## config.mk

```make
export PLATFORM = sky130hd
export DESIGN_NAME = xpt_step_sequencer
export DESIGN_NICKNAME = d
export VERILOG_FILES = /design/src/rtl/norz_timing_pkg.sv /design/src/rtl/xpt_onehot_ring.sv /design/src/rtl/xpt_step_sequencer.sv
export SDC_FILE = /design/constraint.sdc
export NUM_CORES = 1
export LEC_CHECK = 0
export ABC_CLOCK_PERIOD_IN_PS = 3100
export CORE_MARGIN = 4
export CORE_UTILIZATION = 41
export CTS_CLUSTER_SIZE = 10
export DETAILED_ROUTE_END_ITERATION = 6
export PLACE_DENSITY_LB_ADDON = 0.15
export SYNTH_ARGS = -nofsm -noshare
export SYNTH_HDL_FRONTEND = slang
export SYNTH_HIERARCHICAL = 1
export SYNTH_SLANG_ARGS = --single-unit
```

## constraint.sdc

```tcl
create_clock -name clk -period 3.1 [get_ports clk]
set_input_delay 0.93 -clock clk [delete_from_list [all_inputs] [get_ports clk]]
set_output_delay 0.93 -clock clk [all_outputs]
set_load 0.02 [all_outputs]
```

## src/rtl/norz_timing_pkg.sv

```systemverilog
// Shared timing-step definitions for the XPT sequencer and the XOTR decoders.
package norz_timing_pkg;

   localparam int unsigned XPT_W = 5;

   typedef logic [XPT_W-1:0] xpt_t;

   localparam xpt_t XPT_STEP0 = 5'b00001;
   localparam xpt_t XPT_LAST  = 5'b10000;

   // True when exactly one bit of the step vector is set.
   function automatic logic is_onehot(xpt_t v);
      int unsigned cnt;
      cnt = 0;
      for (int i = 0; i < XPT_W; i++) begin
         cnt = cnt + {31'b0, v[i]};
      end
      return (cnt == 1);
   endfunction

endpackage

```

## src/rtl/xpt_onehot_ring.sv

```systemverilog
// One-hot XPT step ring with a parallel complement register bank.
// With XPT_OVERRUN_TRAP_EN defined the ring parks at the last step instead of
// wrapping and reports overruns / illegal states on fault.
module xpt_onehot_ring
   import norz_timing_pkg::*;
(
   input  logic clk,
   input  logic rst_n,
   input  logic adv,
   input  logic pr_reset,
   output xpt_t xpt,
   output xpt_t not_xpt,
   output logic fault
);

   xpt_t xpt_d, xpt_q;
   xpt_t not_xpt_d, not_xpt_q;
   logic illegal;
   logic at_last;

   assign illegal = ~is_onehot(xpt_q);
   assign at_last = (xpt_q == XPT_LAST);

   // Next step: explicit return, illegal recovery, advance, else hold.
   always_comb begin
      xpt_d = xpt_q;
      if (pr_reset) begin
         xpt_d = XPT_STEP0;
      end else if (illegal) begin
         xpt_d = XPT_STEP0;
      end else if (adv) begin
         if (at_last) begin
`ifdef XPT_OVERRUN_TRAP_EN
            xpt_d = XPT_LAST;
`else
            xpt_d = XPT_STEP0;
`endif
         end else begin
            xpt_d = {xpt_q[XPT_W-2:0], 1'b0};
         end
      end
      // Complement comes from the same next value so both banks agree every cycle.
      not_xpt_d = ~xpt_d;
   end

   // Overrun / illegal-state detection; constant zero when the trap is disabled.
   always_comb begin
      fault = 1'b0;
`ifdef XPT_OVERRUN_TRAP_EN
      fault = illegal | (adv & at_last & ~pr_reset);
`endif
   end

   // Step register pair with synchronous reset.
   always_ff @(posedge clk) begin
      if (!rst_n) begin
         xpt_q     <= XPT_STEP0;
         not_xpt_q <= ~XPT_STEP0;
      end else begin
         xpt_q     <= xpt_d;
         not_xpt_q <= not_xpt_d;
      end
   end

   assign xpt     = xpt_q;
   assign not_xpt = not_xpt_q;

endmodule

```

## src/rtl/xpt_step_sequencer.sv

```systemverilog
// XOTR execution step sequencer: one-hot XPT ring plus XOTR-enable and CM1 flags.
// Optional macro XPT_OVERRUN_TRAP_EN: park at the last step and raise sticky xpt_error.
module xpt_step_sequencer
   import norz_timing_pkg::*;
(
   input  logic             clk,
   input  logic             rst_n,
   input  logic             step_en,
   input  logic             wait_n,
   input  logic             set_xotr,
   input  logic             PR_Reset_XPT,
   input  logic             P2_Reset_XOTR,
   input  logic             P2_Set_CM1,
   input  logic             m1_ack,
   output logic [XPT_W-1:0] XPT,
   output logic [XPT_W-1:0] notXPT,
   output logic             xotr_enable,
   output logic             CM1,
   output logic             xpt_error
);

   logic adv;
   logic fault;
   logic xotr_d, xotr_q;
   logic cm1_d, cm1_q;
   logic err_d, err_q;

   // PR_Reset_XPT is deliberately not gated by wait_n.
   assign adv = step_en & wait_n;

   xpt_onehot_ring u_ring (
      .clk      (clk),
      .rst_n    (rst_n),
      .adv      (adv),
      .pr_reset (PR_Reset_XPT),
      .xpt      (XPT),
      .not_xpt  (notXPT),
      .fault    (fault)
   );

   // Flag next-state: clear beats set for XOTR, set beats ack for CM1.
   always_comb begin
      xotr_d = xotr_q;
      if (set_xotr)      xotr_d = 1'b1;
      if (P2_Reset_XOTR) xotr_d = 1'b0;

      cm1_d = cm1_q;
      if (m1_ack)     cm1_d = 1'b0;
      if (P2_Set_CM1) cm1_d = 1'b1;

      err_d = err_q | fault;
   end

   // Flag registers with synchronous reset.
   always_ff @(posedge clk) begin
      if (!rst_n) begin
         xotr_q <= 1'b0;
         cm1_q  <= 1'b0;
         err_q  <= 1'b0;
      end else begin
         xotr_q <= xotr_d;
         cm1_q  <= cm1_d;
         err_q  <= err_d;
      end
   end

   assign xotr_enable = xotr_q;
   assign CM1         = cm1_q;
   assign xpt_error   = err_q;

endmodule

```

==> run_results.csv, run 1 <==
group,metric,value,unit
synthesis,synth_edf_count,0,
synthesis,ys_seq_area_frac,0.4633,
cells_and_area,antenna_cells,0,
status,status,"finished, final reports clean",
floorplanning,start_util,0.4317,
synthesis,synth_cell_types,24,
drt,wl,1094,µm
floorplanning,core_area,0.001301,mm²
global_routing,grt_overflow,0,
drt,vias,433,
cts,cts_resized,0,
synthesis,synthTopCellsByArea,"dfxtp_1, fa_1, inv_1, nand2_1, and2_1",
setup_path,worst_ep_required_time,3.26,ns
placed_design,dp_cells,90,
cts,clock_path_buffers,2,
drt,ant_nets,0,
power_and_ir_drop,power_leakage,0.0003380,µW
floorplanning,io_pins,22,
synthesis,avgSynthCellArea,9.856,µm²
cells_and_area,drive_above_1_share,0.07595,
drt,wire_per_inst,11.64,µm
cts,cts-root-buf,"clkbuf_4",
synthesis,yosysTopAreaCellShare,0.4633,
synthesis,synth_nets,70,
placed_design,gp_congestion,0.7687,
hold_path,hp-class,"reg2reg",
setup_path,start_kind,"flip-flop",
timing,hold_viol,0,
setup_path,setup.worst_path.end_class,"flip-flop",
synthesis,synth_warnings,6,
cells_and_area,final_nets,93,
timing,tns,0,ns
cells_and_area,area_growth,42.32,%
synthesis,synth_seq_cells,13,
cts,clk_latency,0.27,ns
drt,dr.pass1.iters,4,
cells_and_area,num-fill-cells,132,
cts,cts.sinks,13,
timing,slew_viol_final,0,
cts,hold_buffers,0,
cts,cts_buffers,3,
synthesis,synth_flop_cell,"dfxtp_1",
synthesis,synth_top_cells_by_count,"dfxtp_1, inv_1, nand2_1",
drt,vias_per_cell,4.606,
setup_path,crit_path_max_fanout,4,
synthesis,synth.largest_area_cell,"dfxtp_1",
power_and_ir_drop,powerDensity,399.3,mW/mm²
floorplanning,die_h,45.02,µm
floorplanning,die_w,45.02,µm
synthesis,synth_area,561.8,µm²
global_routing,antenna_found_initial,0,
cts,cts.clk_slew.worst_paths,0.07,ns
drt,drt_iter0_markers,7,
synthesis,async_reset_ff_frac,0,
timing,fin_skew,0.0006239,ns
cts,post-cts-setup-buffer-count,0,
global_routing,grt_pass1_wl,1856,µm
synthesis,synth_cells,57,
cells_and_area,multi_input_area,257.7,µm²
timing,finalCriticalPeriod,2.440,ns
global_routing,grtUsageTotal,0.1364,
floorplanning,rows,13,
flow_run,cap_violations,0,
setup_path,crit_type,"reg2reg",
timing,rsz0062_at_grt,"false",
synthesis,yosysMostFrequentCell,"dfxtp_1",
cts,htreeDepth,1,
cells_and_area,layout.cells.non_filler,94,
cells_and_area,seq_area,260.3,µm²
setup_path,critPathArrivalTime,2.60,ns
placed_design,port-buffer-count,21,
drt,drcViolationCount,0,
timing,finalCritPeriodShare,0.7870,
global_routing,grt_max_degree,10,
power_and_ir_drop,vdd_drop_max,0.3174,mV
global_routing,grt_pass1_vias,429,
cts,cts_tree,"done",
timing,setup_viol,0,
placed_design,hpwl,867.7,µm
floorplanning,dieArea,0.002026,mm²
timing,max_freq,409.9,MHz
==> layout by cell type, fill, tap and decap left out <==
| cell type | synthesis | final |
|---|---|---|
| and2_1 | 4 | 4 |
| and3_1 | 1 | 1 |
| and3b_1 | 1 | 1 |
| and4bb_1 | 1 | 1 |
| clkbuf_1 | 0 | 1 |
| clkbuf_4 | 0 | 3 |
| clkdlybuf4s50_1 | 0 | 21 |
| conb_1 | 1 | 1 |
| dfxtp_1 | 13 | 13 |
| fa_1 | 2 | 2 |
| ha_1 | 2 | 2 |
| inv_1 | 7 | 7 |
| mux2i_1 | 1 | 1 |
| nand2_1 | 7 | 7 |
| nand2b_1 | 1 | 1 |
| nand3_1 | 1 | 1 |
| nand3b_1 | 1 | 1 |
| nor2_1 | 1 | 1 |
| nor2b_4 | 1 | 1 |
| nor3_1 | 1 | 1 |
| nor3_2 | 1 | 1 |
| nor3b_2 | 1 | 1 |
| o21a_1 | 2 | 2 |
| o21ai_0 | 3 | 3 |
| or3_1 | 1 | 1 |
==> critical path, stage by stage (launching register included) <==
cell and delay (ns):
dfxtp_1 0.37, inv_1 0.09, fa_1 0.50, fa_1 0.37
inv_1 0.06, ha_1 0.22, nor3_2 0.19, nand3b_1 0.12
or3_1 0.38
==> sequential cells by signal, summed over array words and instances, names as in the netlist <==
register        flops
u_ring/not_xpt      5
xpt_error           1
xotr_enable         1
CM1                 1
u_ring/xpt          5
==> through the flow <==
stage / hold WS, ns / worst slack (ns) / cell area (µm²) / total power [µW] / util
after floorplan: 0.5754 / 0.6485 / 561.8 / 200.1 / -
after global routing: 0.4713 / 0.5005 / 799.5 / 336.6 / 0.6144
after global placement: 0.4354 / 0.7605 / 773.2 / 220.0 / 0.5942
after CTS: 0.4596 / 0.6392 / 799.5 / 326.2 / 0.6144
final: 0.4544 / 0.6602 / 799.5 / 319.3 / 0.6144
after detailed placement: 0.4415 / 0.6486 / 773.2 / 221.2 / 0.5942
==> cells by family (layout without fill, tap and decap cells) <==
family,count (synthesis),in the layout,share of synthesized area
adder cells (fa/ha/maj),4,4,0.1158
AND/OR/NAND/NOR,23,23,0.2650
buffers and inverters,10,32,0.07797
other,1,1,0.006675
multiplexers,1,1,0.01782
AO/OA/AOI/OAI,5,5,0.05344
flip-flops,13,13,0.4633
==> report_power, final <==
part	switching, µW	internal, µW
Sequential	2.04	171
Combinational	18.9	24.3
Clock	52.9	49.9
==> final cells by class <==
cell class	count	share of cell area
flip-flops and latches	13	0.3255
well taps	15	0.02347
clock buffers	4	0.03286
inverters	7	0.03286
multi-input cells	34	0.3224
repair buffers	21	0.2629
==> metal layers <==
layer | wire [µm] | up-vias | GRT usage
met5 | 0 | - | 0
met2 | 533 | 17 | 0.2119
met4 | 17 | 0 | 0.07018
met3 | 127 | 2 | 0.09562
met1 | 415 | 194 | 0.1355
li1 | - | 220 | -
==> worst paths after layout <==
path	startpoint	end	slack (ns)	depth (start not counted)
max	u_ring/xpt[0]	u_ring/not_xpt[2]	0.66	8
min	xpt_error	xpt_error	0.45	1
max reg2reg	u_ring/xpt[0]	u_ring/not_xpt[2]	0.66	8
min reg2reg	xpt_error	xpt_error	0.45	1
(Power assumes the default switching activity.)
==> run 2: changes to the inputs <==
Settings changed: ABC_CLOCK_PERIOD_IN_PS 3100 to 2540.
Clock period 3.1 ns to 2.54 ns, I/O delays scaled along.
==> run 2 against run 1 <==
Global-route usage about the same. Fmax increased by 2.7%. Utilization increased by 0.096 points. Sequential share of layout area increased by 0.11 points. Largest cell class unchanged.
==> run_results.csv, run 2 (synthesis results as in run 1) <==
group,metric,value,unit
timing,setup_viol,0,
floorplanning,die_h,45.02,µm
placed_design,hpwl,820.8,µm
status,status,"finished, final reports clean",
cells_and_area,drive_above_1_share,0.08861,
drt,wl,1067,µm
setup_path,slowest_delay,0.49,ns
setup_path,crit_chain,"inv_1 > fa_1 > fa_1 > inv_1 > ha_1 > nor3_2 > nand3b_1 > or3_1",
floorplanning,dieArea,0.002026,mm²
drt,wire_per_inst,11.35,µm
drt,vias_per_cell,4.628,
flow_run,cap_violations,0,
cts,clk_latency,0.27,ns
cts,cts-root-buf,"clkbuf_4",
floorplanning,start_util,0.4317,
timing,finalCritPeriodShare,0.9351,
hold_path,hp-class,"reg2reg",
floorplanning,io_pins,22,
timing,rsz0062_at_grt,"false",
cts,cts_buffers,3,
global_routing,grt_max_degree,10,
power_and_ir_drop,vdd_drop_max,0.2498,mV
power_and_ir_drop,p_clk_frac,0.318,
power_and_ir_drop,powerDensity,484.1,mW/mm²
drt,vias,435,
drt,drcViolationCount,0,
setup_path,worst_ep_required_time,2.70,ns
setup_path,crit_path_max_fanout,4,
timing,slew_viol_final,0,
global_routing,antenna_found_initial,0,
floorplanning,core_area,0.001301,mm²
cells_and_area,final_nets,93,
cells_and_area,area_growth,42.54,%
cells_and_area,fin_area,800.8,µm²
power_and_ir_drop,power,387.7,µW
global_routing,grt_pass1_vias,462,
power_and_ir_drop,p_comb_frac,0.135,
placed_design,port-buffer-count,21,
placed_design,gp_congestion,0.7622,
cts,clock_path_buffers,2,
timing,tns,0,ns
cells_and_area,layout_commonest_cell,"clkdlybuf4s50_1",
setup_path,setup.worst_path.end_class,"flip-flop",
drt,dr.pass1.iters,2,
timing,fin_ws,0.1649,ns
placed_design,place_area,773.2,µm²
timing,max_freq,421.0,MHz
global_routing,top_usage_layer,"met2",
setup_path,start_kind,"flip-flop",
setup_path,crit_family,"adder cells",
floorplanning,rows,13,
global_routing,grtUsageTotal,0.1365,
power_and_ir_drop,p_int,299.5,µW
cts,cts.clk_slew.worst_paths,0.08,ns
drt,drt_iter0_markers,9,
timing,hold_viol,0,
cells_and_area,layout_common_cells,"clkdlybuf4s50_1, dfxtp_1, inv_1, nand2_1, and2_1",
global_routing,grtUsageMet2,0.2090,
global_routing,grt_pass1_wl,1932,µm
global_routing,met1_usage,0.1580,
cts,cts_tree,"done",
power_and_ir_drop,power_leakage,0.0003375,µW
global_routing,use_met3,0.05179,
global_routing,grt_overflow,0,
drt,ant_nets,0,
cts,htreeDepth,1,
placed_design,place_ws,0.1301,ns
setup_path,cp_slowest_cell,"fa_1",
power_and_ir_drop,p_seq_frac,0.546,
power_and_ir_drop,switchingPower,88.12,µW
cells_and_area,antenna_cells,0,
setup_path,crit_type,"reg2reg",
cts,post-cts-setup-buffer-count,0,
timing,finalCriticalPeriod,2.375,ns
floorplanning,die_w,45.02,µm
cts,cts.sinks,13,
power_and_ir_drop,swShare,0.2273,
timing,fin_skew,0.007027,ns
setup_path,crit_buf_inv,2,
setup_path,critPathArrivalTime,2.53,ns
==> run 2: cell counts in the layout (fill, tap and decap cells not counted) <==
Identical to the previous run, type by type.
==> run 2: final timing paths <==
check,startpoint,endpoint,slack (ns),depth (start not counted)
max,u_ring/xpt[0],u_ring/not_xpt[2],0.16,8
min,xpt_error,xpt_error,0.45,1
max reg2reg,u_ring/xpt[0],u_ring/not_xpt[2],0.16,8
min reg2reg,xpt_error,xpt_error,0.45,1
==> run 2: cell type report <==
class	count	area [µm²]
inverter	7	26.28
sequential	13	261.5
fill	122	500.5
multi-input combinational	34	257.7
tap	15	18.77
clock buffer	4	26.28
timing repair buffer	21	210.2
==> run 2: layer usage <==
metal / share of wire / vias to the layer above
li1: - / 220
met1: 0.44 / 198
met2: 0.48 / 15
met3: 0.067 / 2
met4: 0.011 / 0
met5: 0 / -
==> run 2: metrics by stage <==
| stage | util | hold WS [ns] | std cells |
|---|---|---|---|
| detailed placement | 0.5942 | 0.4433 | 90 |
| finish | 0.6154 | 0.4548 | 94 |
| global route | 0.6154 | 0.5089 | 94 |
| floorplan | - | 0.5754 | 57 |
| CTS | 0.6144 | 0.4611 | 94 |
| global placement | 0.5942 | 0.4353 | 90 |
==> run 2: timing repair <==
action                                  in CTS  in global routing
gates resized for setup                      0                  1
hold buffers                                 0                  0
endpoints found under the setup margin       0                  4
==> run 2: power by group through the flow <==
stage	Combinational [µW]	Clock [µW]	Sequential [µW]
after floorplan	21.1	0	223
after global placement	52.0	0	216
after detailed placement	52.7	0	217
after CTS	53.1	132	212
after global routing	57.6	143	213
final	52.5	123	212
